[config.mk]
export PLATFORM = sky130hd
export DESIGN_NAME = bcd_serial_add_ctrl
export DESIGN_NICKNAME = d
export VERILOG_FILES = /design/src/rtl/bcd_serial_add_ctrl_pkg.sv /design/src/rtl/bcd_serial_add_ctrl_digit.sv /design/src/rtl/bcd_serial_add_ctrl.sv
export SDC_FILE = /design/constraint.sdc
export NUM_CORES = 1
export LEC_CHECK = 0
export BUFFER_PORTS_ARGS = -buffer_cell sky130_fd_sc_hd__buf_2
export CAP_MARGIN = 15
export CORE_ASPECT_RATIO = 1.4
export CORE_UTILIZATION = 40
export DETAILED_ROUTE_END_ITERATION = 8
export PLACE_DENSITY_LB_ADDON = 0.08
export SLEW_MARGIN = 15
export SYNTH_ARGS = -nofsm -noshare
export SYNTH_HDL_FRONTEND = slang
export SYNTH_HIERARCHICAL = 1
export SYNTH_SLANG_ARGS = --single-unit
[constraint.sdc]
create_clock -name CLK -period 6.65 [get_ports CLK]
set_clock_uncertainty 0.1 [all_clocks]
set_input_delay 0.665 -clock CLK [delete_from_list [all_inputs] [get_ports CLK]]
set_output_delay 0.665 -clock CLK [all_outputs]
set_load 0.02 [all_outputs]
[src/rtl/bcd_serial_add_ctrl_pkg.sv]
// Shared types and constants for the digit-serial BCD adder controller.
// Build option BCD_INPUT_CHECK_EN (see bcd_serial_add_ctrl.sv) uses is_bcd_digit().
package bcd_serial_add_ctrl_pkg;

  localparam int BCD_DIGIT_W   = 4;
  localparam int BCD_MAX_DIGIT = 9;

  typedef enum logic [1:0] {
    IDLE = 2'd0,
    ADD  = 2'd1,
    DONE = 2'd2
  } state_t;

  function automatic logic is_bcd_digit(input logic [BCD_DIGIT_W-1:0] d);
    return d <= BCD_DIGIT_W'(BCD_MAX_DIGIT);
  endfunction

endpackage

[src/rtl/bcd_serial_add_ctrl_digit.sv]
// Combinational single-digit BCD adder: 4-bit full-adder ripple chain followed
// by the decimal correction (+6 when the binary sum exceeds 9).
module bcd_digit_adder
  import bcd_serial_add_ctrl_pkg::*;
(
  input  logic [BCD_DIGIT_W-1:0] a,
  input  logic [BCD_DIGIT_W-1:0] b,
  input  logic                   ci,
  output logic [BCD_DIGIT_W-1:0] s,
  output logic                   co
);

  localparam logic [BCD_DIGIT_W:0] SUM_MAX  = (BCD_DIGIT_W+1)'(BCD_MAX_DIGIT);
  localparam logic [BCD_DIGIT_W:0] SUM_CORR = (BCD_DIGIT_W+1)'(6);

  logic [BCD_DIGIT_W:0] carry;
  logic [BCD_DIGIT_W:0] t;
  logic [BCD_DIGIT_W:0] t_fix;

  // NOTE: every output of a combinational block gets a value on every path
  // (defaults first), otherwise synthesis infers a latch.
  always_comb begin
    carry = '0;
    t     = '0;
    carry[0] = ci;
    for (int i = 0; i < BCD_DIGIT_W; i++) begin
      t[i]       = a[i] ^ b[i] ^ carry[i];
      carry[i+1] = (a[i] & b[i]) | (carry[i] & (a[i] ^ b[i]));
    end
    t[BCD_DIGIT_W] = carry[BCD_DIGIT_W];
    t_fix = t + SUM_CORR;
    if (t > SUM_MAX) begin
      s  = t_fix[BCD_DIGIT_W-1:0];
      co = 1'b1;
    end else begin
      s  = t[BCD_DIGIT_W-1:0];
      co = 1'b0;
    end
  end

endmodule

[src/rtl/bcd_serial_add_ctrl.sv]
// Digit-serial BCD adder controller: accepts two NUM_DIGITS operands, adds one
// digit per cycle LSD first. Define BCD_INPUT_CHECK_EN to flag non-BCD digits on ERR.
module bcd_serial_add_ctrl
  import bcd_serial_add_ctrl_pkg::*;
#(
  parameter int NUM_DIGITS = 4
) (
  input  logic                              CLK,
  input  logic                              RST,
  input  logic                              IN_VALID,
  output logic                              IN_READY,
  input  logic [BCD_DIGIT_W*NUM_DIGITS-1:0] A,
  input  logic [BCD_DIGIT_W*NUM_DIGITS-1:0] B,
  input  logic                              CI,
  output logic                              OUT_VALID,
  input  logic                              OUT_READY,
  output logic [BCD_DIGIT_W*NUM_DIGITS-1:0] S,
  output logic                              CO,
  output logic                              BUSY,
  output logic                              ERR
);

  localparam int W     = BCD_DIGIT_W * NUM_DIGITS;
  localparam int IDX_W = (NUM_DIGITS > 1) ? $clog2(NUM_DIGITS) : 1;
  localparam logic [IDX_W-1:0] LAST_IDX = IDX_W'(NUM_DIGITS - 1);

  state_t                   state;
  logic [W-1:0]             a_sh;
  logic [W-1:0]             b_sh;
  logic [IDX_W-1:0]         idx;
  logic                     carry;
  logic [BCD_DIGIT_W-1:0]   dig_s;
  logic                     dig_co;
  logic [W-1:0]             s_next;

  bcd_digit_adder u_digit (
    .a  (a_sh[BCD_DIGIT_W-1:0]),
    .b  (b_sh[BCD_DIGIT_W-1:0]),
    .ci (carry),
    .s  (dig_s),
    .co (dig_co)
  );

  // Result digits enter at the top and shift down, so digit 0 lands at [3:0].
  if (NUM_DIGITS == 1) begin : g_one_digit
    assign s_next = dig_s;
  end else begin : g_multi_digit
    assign s_next = {dig_s, S[W-1:BCD_DIGIT_W]};
  end

  assign IN_READY = (state == IDLE);

  // NOTE: sequential state uses non-blocking (<=) so every register samples
  // the pre-edge values, independent of statement order.
  // NOTE: operand/result datapath registers are reset here too, because S and
  // CO must read as zero after reset.
  always_ff @(posedge CLK or posedge RST) begin
    if (RST) begin
      state     <= IDLE;
      a_sh      <= '0;
      b_sh      <= '0;
      idx       <= '0;
      carry     <= 1'b0;
      S         <= '0;
      CO        <= 1'b0;
      OUT_VALID <= 1'b0;
      BUSY      <= 1'b0;
    end else begin
      case (state)
        IDLE: begin
          if (IN_VALID) begin
            a_sh  <= A;
            b_sh  <= B;
            carry <= CI;
            idx   <= '0;
            S     <= '0;
            BUSY  <= 1'b1;
            state <= ADD;
          end
        end
        ADD: begin
          a_sh  <= a_sh >> BCD_DIGIT_W;
          b_sh  <= b_sh >> BCD_DIGIT_W;
          S     <= s_next;
          carry <= dig_co;
          if (idx == LAST_IDX) begin
            CO        <= dig_co;
            OUT_VALID <= 1'b1;
            state     <= DONE;
          end else begin
            idx <= idx + 1'b1;
          end
        end
        DONE: begin
          if (OUT_READY) begin
            OUT_VALID <= 1'b0;
            BUSY      <= 1'b0;
            state     <= IDLE;
          end
        end
        default: state <= IDLE;
      endcase
    end
  end

`ifdef BCD_INPUT_CHECK_EN
  logic err_acc;
  logic bad_digit;

  assign bad_digit = !is_bcd_digit(a_sh[BCD_DIGIT_W-1:0]) ||
                     !is_bcd_digit(b_sh[BCD_DIGIT_W-1:0]);

  // Flag accumulates per processed digit; published on entry to DONE.
  always_ff @(posedge CLK or posedge RST) begin
    if (RST) begin
      err_acc <= 1'b0;
      ERR     <= 1'b0;
    end else if (IN_VALID && IN_READY) begin
      err_acc <= 1'b0;
      ERR     <= 1'b0;
    end else if (state == ADD) begin
      err_acc <= err_acc | bad_digit;
      if (idx == LAST_IDX) ERR <= err_acc | bad_digit;
    end
  end
`else
  assign ERR = 1'b0;
`endif

endmodule

* Word-level counts from Yosys, hierarchy flattened *
Index checks and enable logic that the tools add are counted.

word-level totals
  bits in registers = 56
  bits in latches = 0
  input bits = 37
  bits in read-only memories = 0
  memories = 0
  bits in writable memories = 0
  logic and storage cells = 71

cells by class
  div/mod/pow operators = 0
  eq/ne operators = 7
  order comparisons = 1
  $mul = 0
  add/sub/neg operators = 2
  shifts and indexed selects = 0
  reduce and logical (&&, ||, !) cells = 10
  mux-type cells = 22
  bitwise operators = 20

operators with widths
  operator             count
  $pmux 16 s2          3
  $mux 16              3
  $reduce_and 3->1     4
  $mux 2               5
  $and 1x1->1          8
  $ne 2x2->1 const B   4
  $xor 1x1->1          8
  $pmux 1 s2           3
  $pmux 2 s3           1
  $reduce_bool 2->1    3
  $gt 5x4->1 const B   1
  $mux 1               5
  $add 4x3->4 const B  1
  $eq 2x2->1 const B   2
  $mux 4               1
  $or 1x1->1           4
  $pmux 2 s2           1
  $reduce_and 2->1     2
  $add 2x1->2 const B  1
  $eq 2x1->1 const B   1
  $logic_not 2->1      1

* Logic depth before layout (Yosys ltp) *
Gate-level depths: netlist of run 1.

  depth after elaboration = 12
  gate-level depth with buffers = 11

* Cells and area by module *
The synthesis of run 1 kept the hierarchy.

by module, submodules not included
  module               cells each  area an instance (sq um)  times used
  bcd_serial_add_ctrl  222         2416.1                    1
  bcd_digit_adder      28          209.0                     1

* Worst setup path after synthesis of run 1 *
No wires, ideal clock.

  path kind = register to register
  start = register a_sh[0]
  end = register CO
  cell stages (with the launch flop) = 10
  data arrival time = 2.475 ns
  path buffers = 0
  slack = 3.950 ns
  period minus slack after synthesis = 2.700 ns
  setup time = 0.125 ns
  required time = 6.425 ns
  path through = dfrtp_1 -> inv_1 -> fa_1 -> inv_1 -> fa_1 -> fa_1 -> fa_1 -> a21boi_2 -> a21o_2 -> mux2_4

on the way
  longest elaborated chain between the ends = 11

RTL lines
  item                    line                                                              RTL
  from (decl)             bcd_serial_add_ctrl.sv:28                                         logic [W-1:0] a_sh;
  from (signal assigned)  bcd_serial_add_ctrl.sv:82                                         a_sh <= a_sh >> BCD_DIGIT_W;
  $xor 1x1->1             bcd_serial_add_ctrl_digit.sv:27, bcd_serial_add_ctrl_digit.sv:28
  $and 1x1->1             bcd_serial_add_ctrl_digit.sv:28                                   carry[i+1] = (a[i] & b[i]) | (carry[i] & (a[i] ^ b[i]));
  $or 1x1->1              bcd_serial_add_ctrl_digit.sv:28
  $and 1x1->1             bcd_serial_add_ctrl_digit.sv:28
  $or 1x1->1              bcd_serial_add_ctrl_digit.sv:28
  $and 1x1->1             bcd_serial_add_ctrl_digit.sv:28
  $or 1x1->1              bcd_serial_add_ctrl_digit.sv:28
  $and 1x1->1             bcd_serial_add_ctrl_digit.sv:28
  $or 1x1->1              bcd_serial_add_ctrl_digit.sv:28
  $gt 5x4->1 (*)          bcd_serial_add_ctrl_digit.sv:32                                   if (t > SUM_MAX) begin
  $mux 1 (*)              bcd_serial_add_ctrl_digit.sv:32
  via dig_co              bcd_serial_add_ctrl.sv:33                                         logic dig_co;
  to (signal assigned)    bcd_serial_add_ctrl.sv:87                                         CO <= dig_co;
  to (decl)               bcd_serial_add_ctrl.sv:18                                         output logic CO,

Mark *: on every way through the listed nets, which the timed path passes. The rest lies on a longest branch.
A chain may end at the register's enable or synchronous reset.

* Worst setup path after layout of run 1 *
  start = register b_sh[0]
  end = register CO

on the way
  longest elaborated chain between the ends = 11

RTL lines
  item                    line                                                              RTL
  from (decl)             bcd_serial_add_ctrl.sv:29                                         logic [W-1:0] b_sh;
  from (signal assigned)  bcd_serial_add_ctrl.sv:83                                         b_sh <= b_sh >> BCD_DIGIT_W;
  $xor 1x1->1             bcd_serial_add_ctrl_digit.sv:27, bcd_serial_add_ctrl_digit.sv:28
  $and 1x1->1             bcd_serial_add_ctrl_digit.sv:28
  $or 1x1->1              bcd_serial_add_ctrl_digit.sv:28
  $and 1x1->1             bcd_serial_add_ctrl_digit.sv:28
  $or 1x1->1              bcd_serial_add_ctrl_digit.sv:28
  $and 1x1->1             bcd_serial_add_ctrl_digit.sv:28
  $or 1x1->1              bcd_serial_add_ctrl_digit.sv:28
  $and 1x1->1             bcd_serial_add_ctrl_digit.sv:28
  $or 1x1->1              bcd_serial_add_ctrl_digit.sv:28
  $gt 5x4->1 (*)          bcd_serial_add_ctrl_digit.sv:32
  $mux 1 (*)              bcd_serial_add_ctrl_digit.sv:32
  via dig_co              bcd_serial_add_ctrl.sv:33

Marks and branches as above.

==> impl_metrics.json, run 1 <==
{
  "p_per_area_nw_per_um2": 548.2,
  "fmax_mhz": 353.2,
  "synthSimpleGateAreaFrac": 0.04814,
  "diodes": 0,
  "cts_tree": "yes",
  "reg2reg_slack_ns": 3.82,
  "synth_area_sq_um": 2625,
  "synth-seq-area-share": 0.5338,
  "fillers": 628,
  "synth_edf_count": 0,
  "initial_core_util": 0.4169,
  "sw_frac_of_total": 0.4389,
  "die_h_um": 97.85,
  "area_growth_pct": 13.39,
  "syn_inst": 250,
  "synthFlopType": "dfrtp_1",
  "regArea_sq_um": 1401,
  "grt_max_degree": 57,
  "synth_area_leaders": "dfrtp_1 53%, o22ai_1 12%, a21oi_1 6.3%",
  "yosys_register_bits": 56,
  "dp_hpwl_um": 3849,
  "grt_pass1_vias": 1944,
  "min_path_type": "flop to flop",
  "max_slew_margin": 0.3173,
  "cts_hold_buf": 0,
  "core.rowCount": 34,
  "clkSinkCount": 56,
  "vias": 2095,
  "clkLatencyLatePin_ns": 0.32,
  "path_clk_slew_ns": 0.11,
  "maxSlewViolCount": 0,
  "final_hold_viol_count": 0,
  "synth_top_family_by_area": "compound AO/OA/AOI/OAI gates",
  "antenna_found_initial": 0,
  "grt_setup_unrepaired": "false",
  "synthAdderAreaFrac": 0.04480,
  "multi_input_area_sq_um": 1049,
  "syn_area_per_cell_sq_um": 10.50,
  "grt-ovfl-total": 0,
  "drive_gt1_frac": 0.2508,
  "grt_pass1_wl_um": 9846,
  "netlist.area_leader.share": 0.5338,
  "first_iter_violations": 164,
  "yosys.area.top_type": "dfrtp_1",
  "combinationalPowerShare": 0.499,
  "power_uw": 1632,
  "yosysWarnings": 6,
  "synth-async-reset-ratio": 1.000,
  "fin_setup_tns_ns": 0,
  "synthMuxAreaShare": 0.005720,
  "dieArea_sq_um": 6895,
  "ys_types": 33,
  "cp.arrival_ns": 2.94,
  "crit_path_end_kind": "flop",
  "drv_cap": 0,
  "setup_viol": 0,
  "min_period_over_period": 0.4258,
  "violations": "DRC",
  "htree_levels": 2,
  "cp_max_fo": 5,
  "finalNetCount": 338,
  "critical_path.startpoint_type": "flop",
  "status": "finished, violations left",
  "period_minus_slack_ns": 2.831,
  "worst_slew_pin_slew_ns": 1.024,
  "core_sq_um": 6296,
  "cts_setup_buffers": 0,
  "leakagePower_uw": 0.001373,
  "p_clk_frac": 0.118,
  "grtUsageTotal": 0.1816,
  "worst_ir_drop_vdd_mv": 0.2569,
  "synthXorXnorAreaFrac": 0,
  "layout_setup_ws_ns": 3.819,
  "root_buffer": "clkbuf_8",
  "die_w_um": 70.47,
  "gp_congestion": 0.7436,
  "cts_resized": 0,
  "path_class": "flop to flop",
  "required_ns": 6.76,
  "dpl_worst_slack_ns": 3.852,
  "pin_count": 58,
  "synth_nets": 294,
  "cts_made_buffers": 5,
  "drc": 12,
  "fin_area_sq_um": 2977,
  "synth_compound_area_frac": 0.2993,
  "intPower_uw": 915.6,
  "io_buffers": 56,
  "place_area_sq_um": 2884,
  "finalWirelength_um": 5960,
  "ant_nets": 0,
  "cts_buffer_depth": 2,
  "dr.pass1.iters": 8,
  "viasPerCell": 5.708,
  "wl_per_cell_um": 16.24,
  "p_switching_uw": 716.1,
  "seq_power_share": 0.384
}
==> logic make-up (layout without fill, tap and decap cells) <==
logic type	Yosys count	after routing
and+or+nand+nor	27	27
muxes	1	1
buffers and inverters	33	78
adders and majority gates	7	7
other	1	1
AOI/OAI and AO/OA	125	125
DFF	56	56
==> stage by stage <==
stage / cells / hold slack [ns] / util
after floorplan: 250 / 0.3666 / -
after global placement: 359 / 0.3782 / 0.4581
after detailed placement: 359 / 0.3852 / 0.4581
after CTS: 367 / 0.4094 / 0.4728
after global routing: 367 / 0.4160 / 0.4728
final: 367 / 0.4084 / 0.4728
==> critical path: stages (launching register included) <==
cell and delay, ns:
dfrtp_1 0.41, inv_1 0.08, fa_1 0.16, inv_1 0.05, fa_1 0.37, fa_1 0.39
fa_1 0.48, a21boi_2 0.20, a21o_2 0.21, mux2_4 0.26
==> per-layer routing <==
metal / wire length [um] / vias up / GRT usage
met5: 0 / - / 0
met4: 106 / 0 / 0.06593
met2: 2829 / 54 / 0.2838
met3: 254 / 6 / 0.04128
li1: - / 1024 / -
met1: 2770 / 1011 / 0.2473
==> flip-flops by register name, indices dropped and copies added, names as in the netlist <==
signal / cells
S: 16
a_sh: 16
b_sh: 16
idx: 2
state: 2
BUSY: 1
CO: 1
OUT_VALID: 1
carry: 1
==> cells in the mapped netlist (3+ instances only) <==
cell type,number
fa_1,4
a22o_1,16
inv_1,10
o22ai_1,50
a21oi_1,33
nand2_1,9
dfrtp_1,56
ha_1,3
buf_4,6
buf_2,11
nand2b_1,4
o21ai_0,15
nor2_1,7
==> cell usage in the layout, fill, tap and decap left out, types with 5 or more instances in the layout <==
| cell | count |
|---|---|
| buf_2 | 56 |
| o22ai_1 | 50 |
| dfrtp_1 | 56 |
| o21ai_0 | 15 |
| inv_1 | 9 |
| nand2_1 | 9 |
| clkbuf_8 | 5 |
| a21oi_1 | 33 |
| a22o_1 | 16 |
| nor2_1 | 7 |
==> layout make-up <==
type                       instances  share of cell area
multi-input combinational        161              0.3523
sequential                        56              0.4708
timing repair buffer              59              0.1017
tap                               72             0.03026
inverter                          11             0.01387
clock inverter                     3            0.007987
clock buffer                       5             0.02312
==> path summary, 6_finish.rpt <==
check | end | depth (start not counted) | start
hold reg to reg | a_sh[13] | 1 | a_sh[13]
setup reg to reg | CO | 9 | b_sh[0]
min in group asynchronous | S[5] | 3 | RST
hold / removal | a_sh[13] | 1 | a_sh[13]
max in group asynchronous | a_sh[6] | 3 | RST
setup / recovery | CO | 9 | b_sh[0]
==> power by group through the flow <==
stage                     Clock (uW)  Sequential [uW]  Combinational, uW
after CTS                        195              625                819
after global placement             0              628                803
final                            192              626                814
after detailed placement           0              632                818
after global routing             208              648                932
after floorplan                    0              637                636
Note: power is estimated with default switching activity, not from simulation.
==> run 2, diff against run 1 <==
Clock period 6.65 ns to 2.72 ns, I/O delays scaled along.
==> impl_metrics.json, run 2 (synthesis gave the netlist of run 1 again) <==
{
  "first_iter_violations": 158,
  "diodes": 0,
  "finalNetCount": 350,
  "cp_max_fo": 5,
  "cp.arrival_ns": 2.74,
  "fin_setup_tns_ns": 0,
  "fin_area_sq_um": 3077,
  "fillers": 608,
  "pin_count": 58,
  "ant_nets": 0,
  "drive_gt1_frac": 0.2899,
  "fmax_mhz": 378.7,
  "crit_path_end_kind": "flop",
  "grt_setup_unrepaired": "true",
  "grt-ovfl-total": 0,
  "vias": 2169,
  "period_minus_slack_ns": 2.641,
  "area_growth_pct": 17.21,
  "drc": 12,
  "rr_worst_depth": 10,
  "power_uw": 4220,
  "dieArea_sq_um": 6895,
  "finalWirelength_um": 6135,
  "grt_pass1_wl_um": 10410,
  "dp_hpwl_um": 3999,
  "required_ns": 2.82,
  "path_class": "flop to flop",
  "io_buffers": 56,
  "viasPerCell": 5.723,
  "worst_ir_drop_vdd_mv": 0.5816,
  "setup_viol": 0,
  "grt_pass1_vias": 2056,
  "p_per_area_nw_per_um2": 1372,
  "place_area_sq_um": 2959,
  "initial_core_util": 0.4169,
  "root_buffer": "clkbuf_8",
  "final_hold_viol_count": 0,
  "leakagePower_uw": 0.001434,
  "cts_made_buffers": 5,
  "min_period_over_period": 0.9709,
  "core.rowCount": 34,
  "min_path_type": "input pin to async pin",
  "die_h_um": 97.85,
  "clkSinkCount": 56,
  "gp_congestion": 0.7570,
  "status": "finished, violations left",
  "whs_ns": 0.05443,
  "antenna_found_initial": 0,
  "critical_path.startpoint_type": "flop",
  "core_sq_um": 6296,
  "maxSlewViolCount": 0,
  "cts_tree": "yes",
  "violations": "DRC",
  "final_cell_mix": "56 x dfrtp_1, 56 x buf_2, 50 x o22ai_1, 33 x a21oi_1, 16 x a22o_1",
  "worst_slew_pin_slew_ns": 0.7201,
  "die_w_um": 70.47,
  "drv_cap": 0,
  "dr.pass1.iters": 8,
  "cts_hold_buf": 0,
  "path_clk_slew_ns": 0.09,
  "cts_buffer_depth": 2,
  "grtUsageTotal": 0.1891,
  "wl_per_cell_um": 16.19,
  "max_slew_margin": 0.5199,
  "grt_max_degree": 57,
  "htree_levels": 2,
  "clkLatencyLatePin_ns": 0.31,
  "top_regs": "S: 16 flops, a_sh: 16 flops, b_sh: 16 flops"
}
run 2: repair_timing:
item,in CTS,in global routing
setup buffers,1,1
pin swaps,0,1
gates resized for setup,1,6
endpoints found under the setup margin,3,5
run 2: critical path: stages (launching register included):
cell	delay, ns
dfrtp_1	0.40
inv_2	0.06
fa_1	0.15
inv_1	0.05
fa_2	0.33
fa_2	0.34
fa_1	0.51
a21boi_4	0.22
o21a_1	0.14
a21oi_1	0.04
a22o_1	0.20
run 2: layout make-up:
class                           instances  area (sq um)  share of cell area
Multi-Input combinational cell        161          1061              0.3449
Clock buffer                            8         90.09             0.02928
Sequential cell                        56          1401              0.4555
Timing Repair Buffer                   71         392.9              0.1277
Tap cell                               72         90.09             0.02928
Inverter                               11         41.29             0.01342
run 2: path summary, 6_finish.rpt:
path                       startpoint  endpoint  slack (ns)
max                           a_sh[0]     S[14]        0.08
min                               RST    idx[1]        0.05
max reg2reg                   a_sh[0]     S[14]        0.08
min reg2reg                  a_sh[13]  a_sh[13]        0.40
max in group asynchronous         RST   b_sh[2]        2.00
min in group CLK            OUT_READY  state[1]        0.06
run 2: through the flow:
| stage | utilization | cells | worst slack, ns |
|---|---|---|---|
| 6_report | 0.4887 | 379 | 0.07929 |
| 3_3_place_gp | 0.4700 | 369 | 0.002480 |
| 3_5_place_dp | 0.4700 | 369 | -0.03339 |
| 4_1_cts | 0.4859 | 378 | 0.005319 |
| 5_1_grt | 0.4887 | 379 | -0.04085 |
| 2_1_floorplan | - | 250 | 0.02008 |
run 2: per-layer routing:
layer	routed length (um)	vias up	track usage
li1	-	1041	-
met1	2859	1056	0.2735
met2	2926	66	0.2920
met3	290	6	0.03406
met4	59	0	0.05181
met5	0	-	0
run 2: power by group:
part	internal, uW	switching, uW
sequential	1200	324
combinational	1020	1200
clock	209	268
==> run 3, diff against run 2 <==
Settings changed: CTS_BUF_LIST set to sky130_fd_sc_hd__clkbuf_4 sky130_fd_sc_hd__clkbuf_8 sky130_fd_sc_hd__clkbuf_16, TNS_END_PERCENT set to 100.
==> impl_metrics.json, run 3 (synthesis gave the netlist of run 1 again) <==
{
  "min_period_over_period": 0.9711,
  "worst_ir_drop_vdd_mv": 0.5814,
  "busiest_layer": "met2",
  "p_per_area_nw_per_um2": 1374,
  "cts_made_buffers": 5,
  "grt_max_degree": 57,
  "cp_max_fo": 5,
  "period_minus_slack_ns": 2.641,
  "fin_area_sq_um": 3084,
  "path_clk_slew_ns": 0.09,
  "grt_use_met2": 0.2928,
  "drv_cap": 0,
  "top_regs": "S: 16 flops, a_sh: 16 flops, b_sh: 16 flops",
  "grt_setup_unrepaired": "true",
  "area_growth_pct": 17.49,
  "post_layout_nonfiller_instances": 379,
  "cts_hold_buf": 0,
  "setup_viol": 0,
  "finish.utilization": 0.4899,
  "wl_per_cell_um": 16.21,
  "vias": 2152,
  "finalWirelength_um": 6142,
  "status": "finished, violations left",
  "dp_hpwl_um": 3999,
  "max_slew_margin": 0.5165,
  "power_uw": 4238,
  "critical_path.startpoint_type": "flop",
  "ant_nets": 0,
  "placed_cells": 369,
  "violations": "DRC",
  "die_h_um": 97.85,
  "gp_congestion": 0.7570,
  "maxSlewViolCount": 0,
  "cts_buffer_depth": 2,
  "htree_levels": 2,
  "initial_core_util": 0.4169,
  "fillers": 607,
  "cp.arrival_ns": 2.74,
  "viasPerCell": 5.678,
  "use_met3": 0.03406,
  "dr.pass1.iters": 8,
  "antenna_found_initial": 0,
  "first_iter_violations": 164,
  "pin_count": 58,
  "worst_slew_pin_slew_ns": 0.7253,
  "root_buffer": "clkbuf_8",
  "clkLatencyLatePin_ns": 0.31,
  "drive_gt1_frac": 0.2964,
  "grt_use_met1": 0.2722,
  "required_ns": 2.82,
  "min_path_type": "input pin to async pin",
  "finalNetCount": 350,
  "path_class": "flop to flop",
  "fmax_mhz": 378.6,
  "grt_pass1_vias": 2058,
  "grtUsageTotal": 0.1889,
  "crit_path_end_kind": "flop",
  "leakagePower_uw": 0.001441,
  "drc": 12,
  "final_cell_mix": "56 x dfrtp_1, 56 x buf_2, 50 x o22ai_1, 33 x a21oi_1, 16 x a22o_1",
  "whs_ns": 0.05604,
  "place_area_sq_um": 2959,
  "grt-ovfl-total": 0,
  "grt_pass1_wl_um": 10390,
  "dieArea_sq_um": 6895,
  "clkSinkCount": 56,
  "io_buffers": 56,
  "cts_tree": "yes",
  "die_w_um": 70.47,
  "final_hold_viol_count": 0,
  "core_sq_um": 6296,
  "core.rowCount": 34,
  "diodes": 0
}
-- run 3: worst max-delay path, cell delays in order (launching register included) --
cell,delay (ns)
dfrtp_1,0.40
inv_2,0.06
fa_1,0.15
inv_1,0.05
fa_2,0.33
fa_2,0.34
fa_1,0.51
a21boi_4,0.22
o21a_1,0.14
a21oi_1,0.04
a22o_1,0.20
-- run 3: path summary, 6_finish.rpt --
kind                       startpoint        to  slack, ns  cells past startpoint
max in group asynchronous         RST   b_sh[2]       1.99                      3
max reg2reg                   a_sh[0]     S[14]       0.08                     10
min                               RST    idx[1]       0.06                      3
min in group CLK            OUT_READY  state[1]       0.06                      2
max                           a_sh[0]     S[14]       0.08                     10
min reg2reg                  a_sh[13]  a_sh[13]       0.40                      1
-- run 3: layout make-up --
cell class | count | area [sq um] | area share
tap | 72 | 90.09 | 0.02921
multi-input combinational | 161 | 1061 | 0.3440
inverter | 11 | 41.29 | 0.01339
sequential | 56 | 1401 | 0.4544
timing repair buffer | 71 | 392.9 | 0.1274
clock buffer | 8 | 97.59 | 0.03164
-- run 3: timing repair --
item                                    in CTS  in global routing
endpoints found under the setup margin       3                  5
setup buffers                                1                  1
pin swaps                                    0                  1
gates resized for setup                      1                  6
endpoints found under the hold margin        0                  0
-- run 3: per-layer routing --
metal  wire [um]  up-vias  share of wire
met3         263        6          0.043
met5           0        -              0
met4          59        0         0.0096
li1            -     1041              -
met1        2865     1048           0.47
met2        2954       57           0.48
-- run 3: through the flow --
stage / setup slack, ns / setup TNS, ns
after global placement: 0.002480 / 0
after CTS: 0.005242 / 0
after detailed placement: -0.03339 / -0.07093
final: 0.07867 / 0
after floorplan: 0.02008 / 0
after global routing: -0.03774 / -0.09748
-- run 3: report_power, final --
part	switching (uW)	leakage [uW]	internal, uW
registers	324	0.000685	1200
clock network	269	0.0000523	229
logic	1200	0.000704	1020
